## src/rtl/scan_sequencer_pkg.sv

```systemverilog
// Shared types and constants for the scan sequencer slice.
package scan_sequencer_pkg;

  localparam int N_BITS = 8;
  localparam int SEL_W  = 3;
  localparam int CNT_W  = 4;

  typedef enum logic [1:0] {
    ST_IDLE,
    ST_SETTLE,
    ST_EMIT
  } scan_state_t;

endpackage

```

## src/rtl/scan_sequencer_if.sv

```systemverilog
// Word-in / mux-loop / serial-out signal bundle for scan_sequencer.
interface scan_sequencer_if;
  import scan_sequencer_pkg::*;

  logic              in_valid;
  logic              in_ready;
  logic [N_BITS-1:0] in_data;
  logic              rev;
  logic [N_BITS-1:0] mux_data;
  logic [SEL_W-1:0]  mux_sel;
  logic              mux_out;
  logic              ser_bit;
  logic              ser_valid;
  logic              ser_last;
  logic              ser_ready;
  logic              done;

  // slave: the sequencer itself; master: the surrounding environment
  modport slave (
    input  in_valid, in_data, rev, mux_out, ser_ready,
    output in_ready, mux_data, mux_sel, ser_bit, ser_valid, ser_last, done
  );

  modport master (
    output in_valid, in_data, rev, mux_out, ser_ready,
    input  in_ready, mux_data, mux_sel, ser_bit, ser_valid, ser_last, done
  );

endinterface

```

## src/rtl/scan_sel_counter.sv

```systemverilog
// 3-bit mux select counter: loads 0 or 7 by direction, steps toward the far end, flags it.
module scan_sel_counter
  import scan_sequencer_pkg::*;
(
  input  logic             clk,
  input  logic             reset,
  input  logic             load,
  input  logic             down_in,
  input  logic             step,
  output logic [SEL_W-1:0] sel,
  output logic             term
);

  logic [SEL_W-1:0] sel_q;
  logic             down_q;

  always_ff @(posedge clk or posedge reset) begin
    if (reset) begin
      sel_q  <= '0;
      down_q <= 1'b0;
    end else if (load) begin
      sel_q  <= down_in ? '1 : '0;
      down_q <= down_in;
    end else if (step && !term) begin
      // never steps past the terminal index, so no wrap within a word
      sel_q <= down_q ? sel_q - 1'b1 : sel_q + 1'b1;
    end
  end

  always_comb begin
    term = down_q ? (sel_q == '0) : (sel_q == '1);
  end

  assign sel = sel_q;

endmodule

```

## src/rtl/scan_sequencer.sv

```systemverilog
// Serialises an 8-bit word through an external 8:1 mux, with optional settle time per select.
module scan_sequencer
  import scan_sequencer_pkg::*;
#(
  parameter int unsigned SETTLE = 0
) (
  input  logic            clk,
  input  logic            reset,
  scan_sequencer_if.slave bus
);

  localparam bit               HAS_SETTLE  = (SETTLE > 0);
  localparam logic [CNT_W-1:0] SETTLE_LAST = HAS_SETTLE ? CNT_W'(SETTLE - 1) : '0;

  scan_state_t       state, state_nxt;
  logic [N_BITS-1:0] data_q;
  logic [CNT_W-1:0]  settle_cnt;
  logic              done_q;
  logic [SEL_W-1:0]  sel;
  logic              sel_term;
  logic              accept, hs, last_hs;
  logic              in_ready_c, ser_valid_c, ser_last_c, ser_bit_c;

  assign accept  = (state == ST_IDLE) && bus.in_valid;
  assign hs      = (state == ST_EMIT) && bus.ser_ready;
  assign last_hs = hs && sel_term;

  scan_sel_counter u_sel (
    .clk     (clk),
    .reset   (reset),
    .load    (accept),
    .down_in (bus.rev),
    .step    (hs),
    .sel     (sel),
    .term    (sel_term)
  );

  always_ff @(posedge clk or posedge reset) begin
    if (reset) begin
      state      <= ST_IDLE;
      data_q     <= '0;
      settle_cnt <= '0;
      done_q     <= 1'b0;
    end else begin
      state  <= state_nxt;
      done_q <= last_hs;
      if (accept) begin
        data_q <= bus.in_data;
      end
      if (state == ST_SETTLE && settle_cnt != SETTLE_LAST) begin
        settle_cnt <= settle_cnt + 1'b1;
      end else begin
        settle_cnt <= '0;
      end
    end
  end

  always_comb begin
    state_nxt   = state;
    in_ready_c  = 1'b0;
    ser_valid_c = 1'b0;
    ser_last_c  = 1'b0;
    ser_bit_c   = 1'b0;
    unique case (state)
      ST_IDLE: begin
        in_ready_c = 1'b1;
        if (bus.in_valid) begin
          state_nxt = HAS_SETTLE ? ST_SETTLE : ST_EMIT;
        end
      end
      ST_SETTLE: begin
        if (settle_cnt == SETTLE_LAST) begin
          state_nxt = ST_EMIT;
        end
      end
      ST_EMIT: begin
        ser_valid_c = 1'b1;
        ser_last_c  = sel_term;
        ser_bit_c   = bus.mux_out;
        if (bus.ser_ready) begin
          if (sel_term) begin
            state_nxt = ST_IDLE;
          end else begin
            state_nxt = HAS_SETTLE ? ST_SETTLE : ST_EMIT;
          end
        end
      end
      default: state_nxt = ST_IDLE;
    endcase
  end

  assign bus.in_ready  = in_ready_c;
  assign bus.ser_valid = ser_valid_c;
  assign bus.ser_last  = ser_last_c;
  assign bus.ser_bit   = ser_bit_c;
  assign bus.mux_data  = data_q;
  assign bus.mux_sel   = sel;
  assign bus.done      = done_q;

endmodule
```

## src/flat_wrapper.sv

```systemverilog
// flat-port wrapper written by rule: the top's interface ports become plain ports
module scan_sequencer_flat import scan_sequencer_pkg::*;
#(
  parameter int unsigned SETTLE = 0
)
  (clk, reset, bus_in_valid, bus_in_data, bus_rev, bus_mux_out, bus_ser_ready, bus_in_ready, bus_mux_data, bus_mux_sel, bus_ser_bit, bus_ser_valid, bus_ser_last, bus_done);
  scan_sequencer_if bus_i ();
  input  logic clk;
  input  logic reset;
  input wire logic [$bits(bus_i.in_valid)-1:0] bus_in_valid;
  input wire logic [$bits(bus_i.in_data)-1:0] bus_in_data;
  input wire logic [$bits(bus_i.rev)-1:0] bus_rev;
  input wire logic [$bits(bus_i.mux_out)-1:0] bus_mux_out;
  input wire logic [$bits(bus_i.ser_ready)-1:0] bus_ser_ready;
  output wire logic [$bits(bus_i.in_ready)-1:0] bus_in_ready;
  output wire logic [$bits(bus_i.mux_data)-1:0] bus_mux_data;
  output wire logic [$bits(bus_i.mux_sel)-1:0] bus_mux_sel;
  output wire logic [$bits(bus_i.ser_bit)-1:0] bus_ser_bit;
  output wire logic [$bits(bus_i.ser_valid)-1:0] bus_ser_valid;
  output wire logic [$bits(bus_i.ser_last)-1:0] bus_ser_last;
  output wire logic [$bits(bus_i.done)-1:0] bus_done;
  assign bus_i.in_valid = bus_in_valid;
  assign bus_i.in_data = bus_in_data;
  assign bus_i.rev = bus_rev;
  assign bus_i.mux_out = bus_mux_out;
  assign bus_i.ser_ready = bus_ser_ready;
  assign bus_in_ready = bus_i.in_ready;
  assign bus_mux_data = bus_i.mux_data;
  assign bus_mux_sel = bus_i.mux_sel;
  assign bus_ser_bit = bus_i.ser_bit;
  assign bus_ser_valid = bus_i.ser_valid;
  assign bus_ser_last = bus_i.ser_last;
  assign bus_done = bus_i.done;
  scan_sequencer #(.SETTLE(SETTLE)) u_core (.clk(clk), .reset(reset), .bus(bus_i));
endmodule
```

## config.mk

```make
export PLATFORM = sky130hd
export DESIGN_NAME = scan_sequencer_flat
export DESIGN_NICKNAME = d
export VERILOG_FILES = /design/src/rtl/scan_sequencer_pkg.sv /design/src/rtl/scan_sequencer_if.sv /design/src/rtl/scan_sel_counter.sv /design/src/rtl/scan_sequencer.sv /design/src/flat_wrapper.sv
export SDC_FILE = /design/constraint.sdc
export NUM_CORES = 1
export LEC_CHECK = 0
export BUFFER_PORTS_ARGS = -buffer_cell sky130_fd_sc_hd__buf_2
export CORE_MARGIN = 2
export CORE_UTILIZATION = 45
export DETAILED_ROUTE_END_ITERATION = 10
export PLACE_DENSITY = 0.77
export RECOVER_POWER = 100
export SYNTH_ARGS = -nofsm -noshare
export SYNTH_HDL_FRONTEND = slang
export SYNTH_HIERARCHICAL = 1
export SYNTH_SLANG_ARGS = --single-unit
```

## constraint.sdc

```tcl
create_clock -name clk -period 2.25 [get_ports clk]
set_clock_uncertainty 0.15 [all_clocks]
set_input_delay 0.1125 -clock clk [delete_from_list [all_inputs] [get_ports clk]]
set_output_delay 0.1125 -clock clk [all_outputs]
set_load 0.02 [all_outputs]
```

==> impl_metrics.yaml, run 1 <==
status:
  status: "complete, no violations"
route:
  drtAntennaViolNets: 0
  drt-pass1-iter-count: 4
  vias: 614
  avgRoutedWirePerCell_microns: 13.5
  drcViolationCount: 0
  wl_microns: 1590
  drt_iter0_drc: 14
  vias_per_cell: 5.20
timing:
  period_share_pct: 90.6
  setup_slack_ns: 0.211
  fmax_mhz: 491
  finalMaxSlewViolations: 0
  relSlewSlack_pct: 75.2
  rsz0062_at_grt: "false"
  setup_tns_ns: 0
  finalSetupViolations: 0
  period_needed_ns: 2.04
  finalHoldViolations: 0
  max_slew.worst_pin.slew_ns: 0.367
setup_path:
  crit_start: "u_core/u_sel/sel[2]$_DFFE_PP0P_"
  worstPathArrival_ns: 1.78
  r2r_start: "u_core/u_sel/sel[1]$_DFFE_PP0P_"
  path_class: "reg2out"
  start_kind: "flip-flop"
  critPathSlowestCell: "dfrtp_1"
  critPathCaptureType: "output port"
  cp_cell_sequence: "or3b_1 -> o21ai_0 -> and2_1 -> clkbuf_1"
  critPathMaxFanout: 9
  crit_path_max_incr_delay_ns: 0.47
  crit_required_ns: 1.99
die:
  die_w_microns: 44.0
  die_h_microns: 44.0
  rows: 14
  initial_core_util_pct: 47.7
  io_pins: 30
  die-area_sq_mm: 0.00193
  core_area_sq_mm: 0.00151
global_route:
  grt_pass1_vias: 543
  grt_max_degree: 18
  grt_first_pass_wirelength_microns: 2500
  grt.total_usage_pct: 18.2
  gr-total-overflow: 0
  grt_antenna_before_repair: 0
synth:
  synth-seq-cells: 14
  ys_seq_area_share_pct: 48.8
  postSynthCellCount: 58
  ys_types: 27
  syn_avg_cell_area_sq_um: 12.4
  yosys_warnings: 6
  synth_nets: 73
  synth_area_sq_um: 718
  synth_edf_count: 0
  synth_top_flop_cell: "dfrtp_1"
  async_flop_share_pct: 100
job:
  drv_cap: 0
power_and_ir_drop:
  p_leak_nw: 0.447
  p_per_area_mw_per_mm2: 1360
  power_w: 0.00133
  vdd_drop_max_v: 0.000883
clock_network:
  post_cts_buffers: 0
  htree_levels: 1
  cts_made_buffers: 3
  clock_sinks: 14
  clock_latency_ns: 0.28
  path_clk_slew_ns: 0.09
  root_buffer: "clkbuf_4"
  tritoncts: "built"
  cts_buffer_depth: 2
  post_cts_resized: 0
  cts-hold-fix-buffers: 12
cells_and_area:
  design_area_sq_um: 977
  multiInputGateArea_sq_um: 297
  regArea_sq_um: 350
  nNetsFinal: 118
  fillers: 139
  antennaDiodeCount: 0
  syn_to_final_growth_pct: 36.1
  drive_gt1_share_pct: 20.6
  postLayoutCoreUtil_pct: 64.9
hold_path:
  min_path_type: "in2async"
placement:
  dp_hpwl_microns: 1080
  dpl-instance-area_sq_um: 875
  pre_cts_ws_ns: 0.436
  io_buffers: 29
  gp_congestion: 0.882
## final cells by class
type / instances / area share, %
clock buffers: 4 / 3.71
inverters: 6 / 2.30
repair buffers: 42 / 25.7
well taps: 16 / 2.05
multi-input cells: 36 / 30.3
flip-flops and latches: 14 / 35.9
## through the flow
| step | hold slack (ns) | cells |
|---|---|---|
| 2_1_floorplan | -0.271 | 58 |
| 3_3_place_gp | -0.130 | 102 |
| 3_5_place_dp | -0.128 | 102 |
| 4_1_cts | 0.117 | 118 |
| 5_1_grt | 0.150 | 118 |
| 6_report | 0.127 | 118 |
## state kept, by name (all words and copies together) (netlist names)
signal	count
u_core/bus.mux_data	8
u_core/u_sel/sel	3
u_core/bus.done	1
u_core/state	1
u_core/u_sel/down_q	1
## synth_stat cells (2+ instances only)
library cell  number  area [sq um]
o21ai_0            3          15.0
inv_1              6          22.5
and2_1             3          18.8
mux2_4             8           120
nor2_1             2          7.51
dfrtp_1           14           350
a21oi_1            2          10.0
## power by group
part	total, W	switching, W	internal [W]
registers	0.000485	0.000109	0.000376
clock network	0.000180	0.0000820	0.0000985
logic	0.000662	0.000400	0.000262
## final timing paths
check | depth (start not counted) | endpoint | slack, ns
hold reg to reg | 1 | u_core/bus.mux_data[4]$_DFFE_PP0P_ | 0.34
setup reg to reg | 5 | u_core/u_sel/sel[2]$_DFFE_PP0P_ | 0.41
setup / recovery | 4 | bus_ser_last | 0.21
max in group asynchronous | 3 | u_core/bus.mux_data[4]$_DFFE_PP0P_ | 1.48
min in group clk | 1 | u_core/bus.mux_data[4]$_DFFE_PP0P_ | 0.34
hold / removal | 3 | u_core/u_sel/sel[0]$_DFFE_PP0P_ | 0.13
## cell usage in the layout, fill, tap and decap left out, drive strengths merged, types with 2 or more instances in the layout
master       count
nor2             2
buf             13
dlygate4sd3     12
o21ai            3
mux2             8
clkbuf          21
a21oi            2
dfrtp           14
inv              6
and2             3
## cells by family (layout without fill, tap and decap cells)
family	count (synthesis)	after routing	synth area share, %
AOI/OAI and AO/OA	10	10	10.1
and+or+nand+nor	16	16	15.0
adders and majority gates	1	1	2.79
xor gates and xnor gates	1	1	1.22
DFF	14	14	48.8
buffers and inverters	8	52	5.40
muxes	8	8	16.7
## routing by layer
metal  wire length [microns]  track usage [%]  share of wire (%)  vias up
li1                        -                -                  -      295
met1                     634             22.3                 40      283
met2                     777             30.6                 49       32
met3                     157             4.58                9.9        4
met4                      22             7.27                1.4        0
met5                       0                0                  0        -
## critical path, delay by kind of cell, from the launching register on
family,cells,cell delay (ns)
AOI/OAI and AO/OA,1,0.21
buffers and inverters,1,0.22
DFF,1,0.47
and+or+nand+nor,2,0.59
Power figures use the tool's default switching activity.
==> run 2, diff against run 1 <==
REMOVE_ABC_BUFFERS = 1   (was not set)
==> run 2 against run 1 <==
  * Hold slack better by 0.039 ns
  * Die area unchanged
  * Global-route usage up 3.8 points
  * Count of clock-buffer cells in the layout unchanged
  * Design area grew 0.51%
  * Critical endpoint unchanged
  * Core utilization is 0.33 points higher
  * Cell count did not move
  * Clock power barely moved
==> impl_metrics.yaml, run 2 (synthesis results as in run 1) <==
die:
  initial_core_util_pct: 47.7
  io_pins: 30
  core_area_sq_mm: 0.00151
  die_h_microns: 44.0
  rows: 14
  die_w_microns: 44.0
  die-area_sq_mm: 0.00193
clock_network:
  cts_made_buffers: 3
  clock_latency_ns: 0.28
  cts_buffer_depth: 2
  post_cts_buffers: 0
  htree_levels: 1
  tritoncts: "built"
  path_clk_slew_ns: 0.09
  root_buffer: "clkbuf_4"
  clock_sinks: 14
job:
  drv_cap: 0
status:
  status: "complete, no violations"
global_route:
  grt_antenna_before_repair: 0
  grt_first_pass_wirelength_microns: 2930
  grt_max_degree: 11
  grt.total_usage_pct: 22.0
  grt_pass1_vias: 649
  gr-total-overflow: 0
power_and_ir_drop:
  vdd_drop_max_v: 0.000639
  p_per_area_mw_per_mm2: 1400
  p_leak_nw: 0.451
timing:
  period_needed_ns: 2.05
  setup_tns_ns: 0
  period_share_pct: 91.2
  relSlewSlack_pct: 62.8
  max_slew.worst_pin.slew_ns: 0.558
  setup_slack_ns: 0.198
  finalHoldViolations: 0
  finalMaxSlewViolations: 0
  fmax_mhz: 487
  finalSetupViolations: 0
  timing.hold.ws_ns: 0.166
  rsz0062_at_grt: "false"
route:
  vias_per_cell: 5.22
  drcViolationCount: 0
  drt-pass1-iter-count: 4
  vias: 616
  wl_microns: 1910
  drt_iter0_drc: 12
  avgRoutedWirePerCell_microns: 16.1
  drtAntennaViolNets: 0
setup_path:
  crit_buf_inv: 1
  start_kind: "flip-flop"
  crit_required_ns: 1.99
  path_delay_family: "simple AND/OR/NAND/NOR gates"
  critPathSlowestCell: "dfrtp_1"
  cp_cell_sequence: "or3b_1 -> o21ai_0 -> and2_1 -> clkbuf_2"
  worstPathArrival_ns: 1.79
  critPathCaptureType: "output port"
  critPathMaxFanout: 9
  crit_path_max_incr_delay_ns: 0.47
  path_class: "reg2out"
placement:
  io_buffers: 29
  pre_cts_ws_ns: 0.453
  dp_hpwl_microns: 1060
  gp_congestion: 0.883
cells_and_area:
  nNetsFinal: 118
  largest_reg_flops: 8
  syn_to_final_growth_pct: 36.8
  antennaDiodeCount: 0
  drive_gt1_share_pct: 22.5
  postLayoutCoreUtil_pct: 65.2
  final_cell_mix: "clkbuf_1, dfrtp_1, dlygate4sd3_1, buf_2"
  final_common_cell: "clkbuf_1"
hold_path:
  min_path_type: "in2async"
run 2: report_power, final:
part	leakage (nW)	total [W]	switching [W]	internal [W]
clock	0.0210	0.000183	0.0000846	0.0000985
sequential	0.167	0.000496	0.000120	0.000376
combinational	0.263	0.000699	0.000419	0.000280
total	0.451	0.00138	0.000624	0.000754
run 2: worst paths after layout:
kind,start,end,slack (ns),cells after the start
worst max-delay path,u_core/u_sel/sel[2]$_DFFE_PP0P_,bus_ser_last,0.20,4
worst min register to register,u_core/bus.mux_data[7]$_DFFE_PP0P_,u_core/bus.mux_data[7]$_DFFE_PP0P_,0.35,1
max in group asynchronous,reset,u_core/state[1]$_DFFE_PP0P_,1.43,3
worst min-delay path,reset,u_core/u_sel/sel[2]$_DFFE_PP0P_,0.17,3
min in group clk,u_core/bus.mux_data[7]$_DFFE_PP0P_,u_core/bus.mux_data[7]$_DFFE_PP0P_,0.35,1
worst max register to register,u_core/state[1]$_DFFE_PP0P_,u_core/bus.mux_data[5]$_DFFE_PP0P_,0.25,3
run 2: area by class of cell:
type                    instances  area [sq um]
clock buffers                   4          36.3
fillers                       130           524
inverters                       6          22.5
multi-input cells              36           304
flip-flops and latches         14           350
well taps                      16          20.0
repair buffers                 42           249
run 2: through the flow:
stage | cells | total power, W | area [sq um]
2_1_floorplan | 56 | 0.00102 | 702
6_report | 118 | 0.00138 | 982
3_5_place_dp | 102 | 0.00124 | 875
5_1_grt | 118 | 0.00146 | 982
4_1_cts | 118 | 0.00144 | 1030
3_3_place_gp | 102 | 0.00124 | 875
run 2: worst min-delay path: stages:
cell and delay (ns):
dlygate4sd3_1 0.56, clkbuf_1 0.12, inv_1 0.17
run 2: metal layers:
layer	up-vias	share of wire, %	GRT usage, %	routed length, microns
met5	-	0	0	0
met4	0	1.5	11.5	29
met3	6	7.7	7.50	146
met2	33	51	37.6	973
met1	286	40	23.8	756
li1	291	-	-	-
run 2: timing repair:
action | CTS | global route
hold buffers | 12 | 0
resized for setup | 0 | 0
hold endpoints to repair | 26 | 0
